<file path="config.mk">
export PLATFORM = sky130hd
export DESIGN_NAME = ls_unit
export DESIGN_NICKNAME = d
export VERILOG_FILES = /design/src/rtl/ls_unit.sv
export SDC_FILE = /design/constraint.sdc
export NUM_CORES = 1
export LEC_CHECK = 0
export CAP_MARGIN = 10
export CORE_UTILIZATION = 35
export DETAILED_ROUTE_END_ITERATION = 6
export PLACE_DENSITY_LB_ADDON = 0.15
export SYNTH_ARGS = -nofsm -noshare
export SYNTH_HDL_FRONTEND = slang
export SYNTH_SLANG_ARGS = --single-unit
</file>
<file path="constraint.sdc">
create_clock -name clk -period 2.9 [get_ports clk]
set_clock_uncertainty 0.2 [all_clocks]
set_input_delay 0.435 -clock clk [delete_from_list [all_inputs] [get_ports clk]]
set_output_delay 0.435 -clock clk [all_outputs]
set_load 0.05 [all_outputs]
</file>
<file path="src/rtl/ls_unit.sv">
// rtl/ls_unit.sv - load/store sequencer between a CPU request port and a synchronous RAM
//
// Purpose
//   Accepts one load or store burst at a time while idle, range-checks it
//   against the RAM depth, then steps MAR through the burst with one RAM
//   access per word. Loads pass through MDR to rdata; stores take each word
//   through a wvalid/wready handshake into MDR before writing it.
//
// Ports
//   clk, rst                  : clock (rising edge), synchronous active-low reset
//   req, we, addr, len        : request strobe, 1 = store / 0 = load, start address,
//                               word count; all sampled only while idle
//   wdata, wvalid, wready     : store data handshake
//   rdata, rvalid             : MDR contents, one-cycle valid per loaded word
//   busy, done, err           : operation in progress, completion pulse, range error pulse
//   ram_en, ram_we, ram_addr,
//   ram_wdata, ram_rdata      : synchronous RAM port; read data is valid RD_LAT
//                               cycles after the ram_en cycle
module ls_unit #(
  parameter int DATA_W = 16,
  parameter int ADDR_W = 8,
  parameter int MEM_AW = 4,
  parameter int RD_LAT = 1,
  parameter int LEN_W  = 3
) (
  input  logic              clk,
  input  logic              rst,
  input  logic              req,
  input  logic              we,
  input  logic [ADDR_W-1:0] addr,
  input  logic [LEN_W-1:0]  len,
  input  logic [DATA_W-1:0] wdata,
  input  logic              wvalid,
  output logic              wready,
  output logic [DATA_W-1:0] rdata,
  output logic              rvalid,
  output logic              busy,
  output logic              done,
  output logic              err,
  output logic              ram_en,
  output logic              ram_we,
  output logic [MEM_AW-1:0] ram_addr,
  output logic [DATA_W-1:0] ram_wdata,
  input  logic [DATA_W-1:0] ram_rdata
);

  typedef enum logic [2:0] {
    IDLE,
    RD_ISSUE,
    RD_WAIT,
    RD_RESP,
    WR_WAIT,
    WR_ISSUE,
    DONE
  } state_t;

  // Highest legal RAM word address, held at the widened range-check width.
  localparam logic [ADDR_W:0] MEM_TOP   = (ADDR_W+1)'((1 << MEM_AW) - 1);
  // RD_WAIT counts 0..RD_LAT-1; RD_LAT is at most 4, so two bits suffice.
  localparam logic [1:0]      LAST_WAIT = 2'(RD_LAT - 1);

  state_t            state, state_nx;
  logic [ADDR_W-1:0] mar, mar_nx;
  logic [DATA_W-1:0] mdr, mdr_nx;
  logic [LEN_W-1:0]  cnt, cnt_nx;
  logic [1:0]        wait_cnt, wait_cnt_nx;
  logic              range_err, range_err_nx;

  logic [ADDR_W:0]   end_addr;
  logic              bad_range;
  logic              last_word;

  // The end address is formed one bit wider than addr so that a burst
  // running past the top of the CPU address space is still caught rather
  // than wrapping into a small, apparently legal value.
  assign end_addr  = {1'b0, addr} + (ADDR_W+1)'(len) - (ADDR_W+1)'(1);
  assign bad_range = (len == '0) || (end_addr > MEM_TOP);
  assign last_word = (cnt == LEN_W'(1));

  // MDR is architecturally visible: it holds the last loaded (or accepted
  // store) word between rvalid pulses.
  assign rdata     = mdr;
  assign ram_addr  = mar[MEM_AW-1:0];
  assign ram_wdata = mdr;

  always_ff @(posedge clk) begin
    if (!rst) begin
      state     <= IDLE;
      mar       <= '0;
      mdr       <= '0;
      cnt       <= '0;
      wait_cnt  <= '0;
      range_err <= 1'b0;
    end else begin
      state     <= state_nx;
      mar       <= mar_nx;
      mdr       <= mdr_nx;
      cnt       <= cnt_nx;
      wait_cnt  <= wait_cnt_nx;
      range_err <= range_err_nx;
    end
  end

  always_comb begin
    state_nx     = state;
    mar_nx       = mar;
    mdr_nx       = mdr;
    cnt_nx       = cnt;
    wait_cnt_nx  = wait_cnt;
    range_err_nx = range_err;
    busy         = (state != IDLE);
    wready       = 1'b0;
    rvalid       = 1'b0;
    done         = 1'b0;
    err          = 1'b0;
    ram_en       = 1'b0;
    ram_we       = 1'b0;

    case (state)
      IDLE: begin
        if (req) begin
          mar_nx       = addr;
          cnt_nx       = len;
          range_err_nx = bad_range;
          if (bad_range) begin
            state_nx = DONE;
          end else if (we) begin
            state_nx = WR_WAIT;
          end else begin
            state_nx = RD_ISSUE;
          end
        end
      end

      RD_ISSUE: begin
        ram_en      = 1'b1;
        wait_cnt_nx = '0;
        state_nx    = RD_WAIT;
      end

      RD_WAIT: begin
        if (wait_cnt == LAST_WAIT) begin
          mdr_nx   = ram_rdata;
          state_nx = RD_RESP;
        end else begin
          wait_cnt_nx = wait_cnt + 2'd1;
        end
      end

      RD_RESP: begin
        rvalid = 1'b1;
        mar_nx = mar + ADDR_W'(1);
        cnt_nx = cnt - LEN_W'(1);
        // Loads finish straight from the last response; done rides with
        // the final rvalid instead of costing an extra DONE cycle.
        if (last_word) begin
          done     = 1'b1;
          state_nx = IDLE;
        end else begin
          state_nx = RD_ISSUE;
        end
      end

      WR_WAIT: begin
        wready = 1'b1;
        if (wvalid) begin
          mdr_nx   = wdata;
          state_nx = WR_ISSUE;
        end
      end

      WR_ISSUE: begin
        ram_en   = 1'b1;
        ram_we   = 1'b1;
        mar_nx   = mar + ADDR_W'(1);
        cnt_nx   = cnt - LEN_W'(1);
        state_nx = last_word ? DONE : WR_WAIT;
      end

      DONE: begin
        done     = 1'b1;
        err      = range_err;
        state_nx = IDLE;
      end

      default: begin
        state_nx = IDLE;
      end
    endcase
  end

endmodule
</file>
==> impl_metrics.py <==
metrics = {
    "finish": {
        "fillerInstances": 551,
        "area_delta_synth_final_pct": 44.7,
        "antennaDiodeCount": 0,
        "multi_input_area_sq_mm": 0.00122,
        "utilization_pct": 53.6,
        "seqCellArea_sq_um": 581,
        "drive_gt1_share_pct": 7.95,
        "final_nets": 389,
    },
    "detailed_routing": {
        "drt-pass1-iter-count": 4,
        "drtIter0Drc": 102,
        "dr_total_vias": 1941,
        "routedWlPerCell_um": 13.0,
        "viasPerCell": 4.86,
        "routed_wl_um": 5200,
        "drcViolationCount": 0,
        "antenna_left": 0,
    },
    "worst_setup_path": {
        "crit_path_start_kind": "register",
        "critPathMaxFanout": 3,
        "r2r_cells": 5,
        "cp_slowest_cell": "clkdlybuf4s50_1",
        "critPathCaptureType": "output port",
        "path_class": "register to output port",
        "crit_chain": "inv_1 -> ha_1 -> nand2b_1 -> nor2_1 -> mux2i_1 -> nor2b_1 -> clkdlybuf4s50_1",
        "crit_arrival_ps": 2040,
        "crit_required_ps": 2270,
        "crit_path_max_incr_delay_ps": 820,
    },
    "synth": {
        "synth_top_family_by_area": "compound AO/OA/AOI/OAI gates",
        "synth_top_area_share_pct": 27.8,
        "synth_common_cells": "dfxtp_1, nor2_1, inv_1",
        "ys_types": 43,
        "synthMuxAreaShare_pct": 9.16,
        "synth_fp_nets": 314,
        "synth_compound_area_share_pct": 20.5,
        "synthAdderAreaFrac_pct": 9.34,
        "ys_ff_latch": 29,
        "synth-edff-count": 0,
        "synth_ff_type": "dfxtp_1",
        "yosys.area_share.simple_pct": 17.0,
        "synthArstFlopShare_pct": 0,
        "synth-xor-area-share_pct": 2.16,
        "yosys.area.top_type": "dfxtp_1",
        "ys_seq_area_share_pct": 27.8,
        "synth_top_cells_by_area": "dfxtp_1, mux2i_1, ha_1",
        "synth_area_sq_mm": 0.00209,
        "synth.most_common_cell": "dfxtp_1",
        "syn_inst": 251,
        "syn-mean-instance-area_sq_um": 8.32,
        "synth_warnings": 0,
    },
    "timing": {
        "hold_viol": 0,
        "setup_viol": 0,
        "drv_slew": 0,
        "clock.fmax_mhz": 374,
        "rsz0062_at_grt": "no",
        "finalCritPeriodShare_pct": 92.3,
        "hold_ws_ps": 292,
        "worstMarginPinSlew_ps": 781,
        "layout_min_cycle_time_ps": 2680,
        "max_slew_margin_pct": 47.9,
        "fin_setup_tns_ps": 0,
    },
    "place": {
        "port_buffers": 90,
        "gp_congestion": 0.845,
        "dp_hpwl_um": 4120,
    },
    "global_routing": {
        "grt_overflow": 0,
        "grt_max_degree": 33,
        "antenna_found_initial": 0,
        "grt.busiest_layer": "met2",
        "grt_pass1_vias": 1724,
        "grtUsageMet3_pct": 5.06,
        "globalRouteTotalUtil_pct": 16.8,
        "use_met1_pct": 21.1,
        "grt_pass1_wl_um": 8200,
        "grt.met2_usage_pct": 27.1,
    },
    "clock_network": {
        "htree_levels": 2,
        "clk_latency_ps": 270,
        "cts.path.max_buffers": 2,
        "clockRootBuffer": "clkbuf_8",
        "clock_sinks": 29,
        "cts_tree": "yes",
        "post_cts_resized": 0,
        "numCtsBuffers": 5,
        "cts_setup_buffers": 0,
        "ctsHoldBuffers": 0,
        "clk_pin_slew_ps": 50,
    },
    "floorplanning": {
        "io_pins": 91,
        "die-area_sq_mm": 0.00628,
        "die_w_um": 79.3,
        "die_h_um": 79.3,
        "initial_core_util_pct": 37.0,
        "core_sq_mm": 0.00564,
        "num_rows": 27,
    },
    "power_and_ir_drop": {
        "powerDensity_mw_per_mm2": 890,
        "peakVddDrop_uv": 463,
        "total_leakage_power_nw": 1.20,
    },
    "status": {
        "outcome": "complete, no violations",
    },
    "hold_path": {
        "hold_path.class": "register to register",
        "hold_path_depth": 2,
    },
    "run": {
        "cap_violations": 0,
    },
}
registers in the layout (all words and copies together) (netlist names):
| name | count |
|---|---|
| wait_cnt | 2 |
| range_err | 1 |
| mar | 4 |
| state | 3 |
| cnt | 3 |
| ram_wdata | 16 |
power by group:
part / total, W / switching, W / internal, W
Combinational: 0.00174 / 0.00111 / 0.000632
Sequential: 0.000634 / 0.000115 / 0.000519
Clock: 0.000316 / 0.000150 / 0.000166
critical path: cells and delay by family, from the launching register on:
family                   cells  cell delay [ps]
adder cells (fa/ha/maj)      1              150
buffers and inverters        2              910
flip-flops                   1              290
multiplexers                 1               80
AND/OR/NAND/NOR              3              330
layout by cell type (no fill, tap or decap), drive strengths merged, types with 2 or more instances in the layout:
cell | netlist | layout
clkdlybuf4s50 | 0 | 86
a31oi | 4 | 4
a22oi | 3 | 3
inv | 23 | 23
dfxtp | 29 | 29
nor2 | 27 | 27
nor2b | 4 | 4
nand2 | 10 | 10
clkbuf | 3 | 6
a21oi | 12 | 12
clkinv | 0 | 2
and2 | 4 | 4
nor3 | 6 | 6
mux2i | 18 | 18
nor3b | 2 | 2
nand3 | 3 | 3
or3 | 3 | 3
a211oi | 21 | 21
nand3b | 3 | 3
ha | 14 | 14
xnor2 | 2 | 2
buf | 27 | 12
a21o | 6 | 6
o21ai | 10 | 10
per-stage QoR:
| stage | instance area [sq um] | worst slack, ps | power (W) | instances |
|---|---|---|---|---|
| after floorplan | 2090 | 401 | 0.00196 | 251 |
| after global routing | 3020 | 64.1 | 0.00285 | 399 |
| after CTS | 3020 | 192 | 0.00271 | 399 |
| final | 3020 | 224 | 0.00269 | 399 |
| after global placement | 2940 | -18.2 | 0.00238 | 391 |
| after detailed placement | 2940 | -39.7 | 0.00239 | 391 |
worst paths after layout:
check / startpoint / end / slack, ps
max reg2reg: state[2]$_SDFFE_PN0P_ / mar[1]$_SDFFE_PN0P_ / 700
min reg2reg: cnt[2]$_SDFFE_PN0P_ / cnt[2]$_SDFFE_PN0P_ / 290
min: cnt[2]$_SDFFE_PN0P_ / cnt[2]$_SDFFE_PN0P_ / 290
max: cnt[1]$_SDFFE_PN0P_ / done / 220
layer usage:
layer | share of wire [%] | routed length, um
met2 | 46 | 2370
met5 | 0 | 0
met3 | 6.5 | 337
met1 | 47 | 2430
met4 | 1.3 | 66
kinds of logic (layout without fill, tap and decap cells):
| logic type | count (synthesis) | after routing |
|---|---|---|
| flip-flops | 29 | 29 |
| adder cells (fa/ha/maj) | 15 | 15 |
| AND/OR/NAND/NOR | 68 | 68 |
| multiplexers | 19 | 19 |
| XOR/XNOR | 3 | 3 |
| AO/OA/AOI/OAI | 64 | 64 |
| buffers and inverters | 53 | 129 |
cell type report:
type	instances	area share [%]
multi-input combinational	169	40.4
timing repair buffer	98	31.9
sequential	29	19.2
tap	72	2.98
inverter	23	2.85
clock buffer	6	2.40
clock inverter	2	0.331
Power figures use the tool's default switching activity.
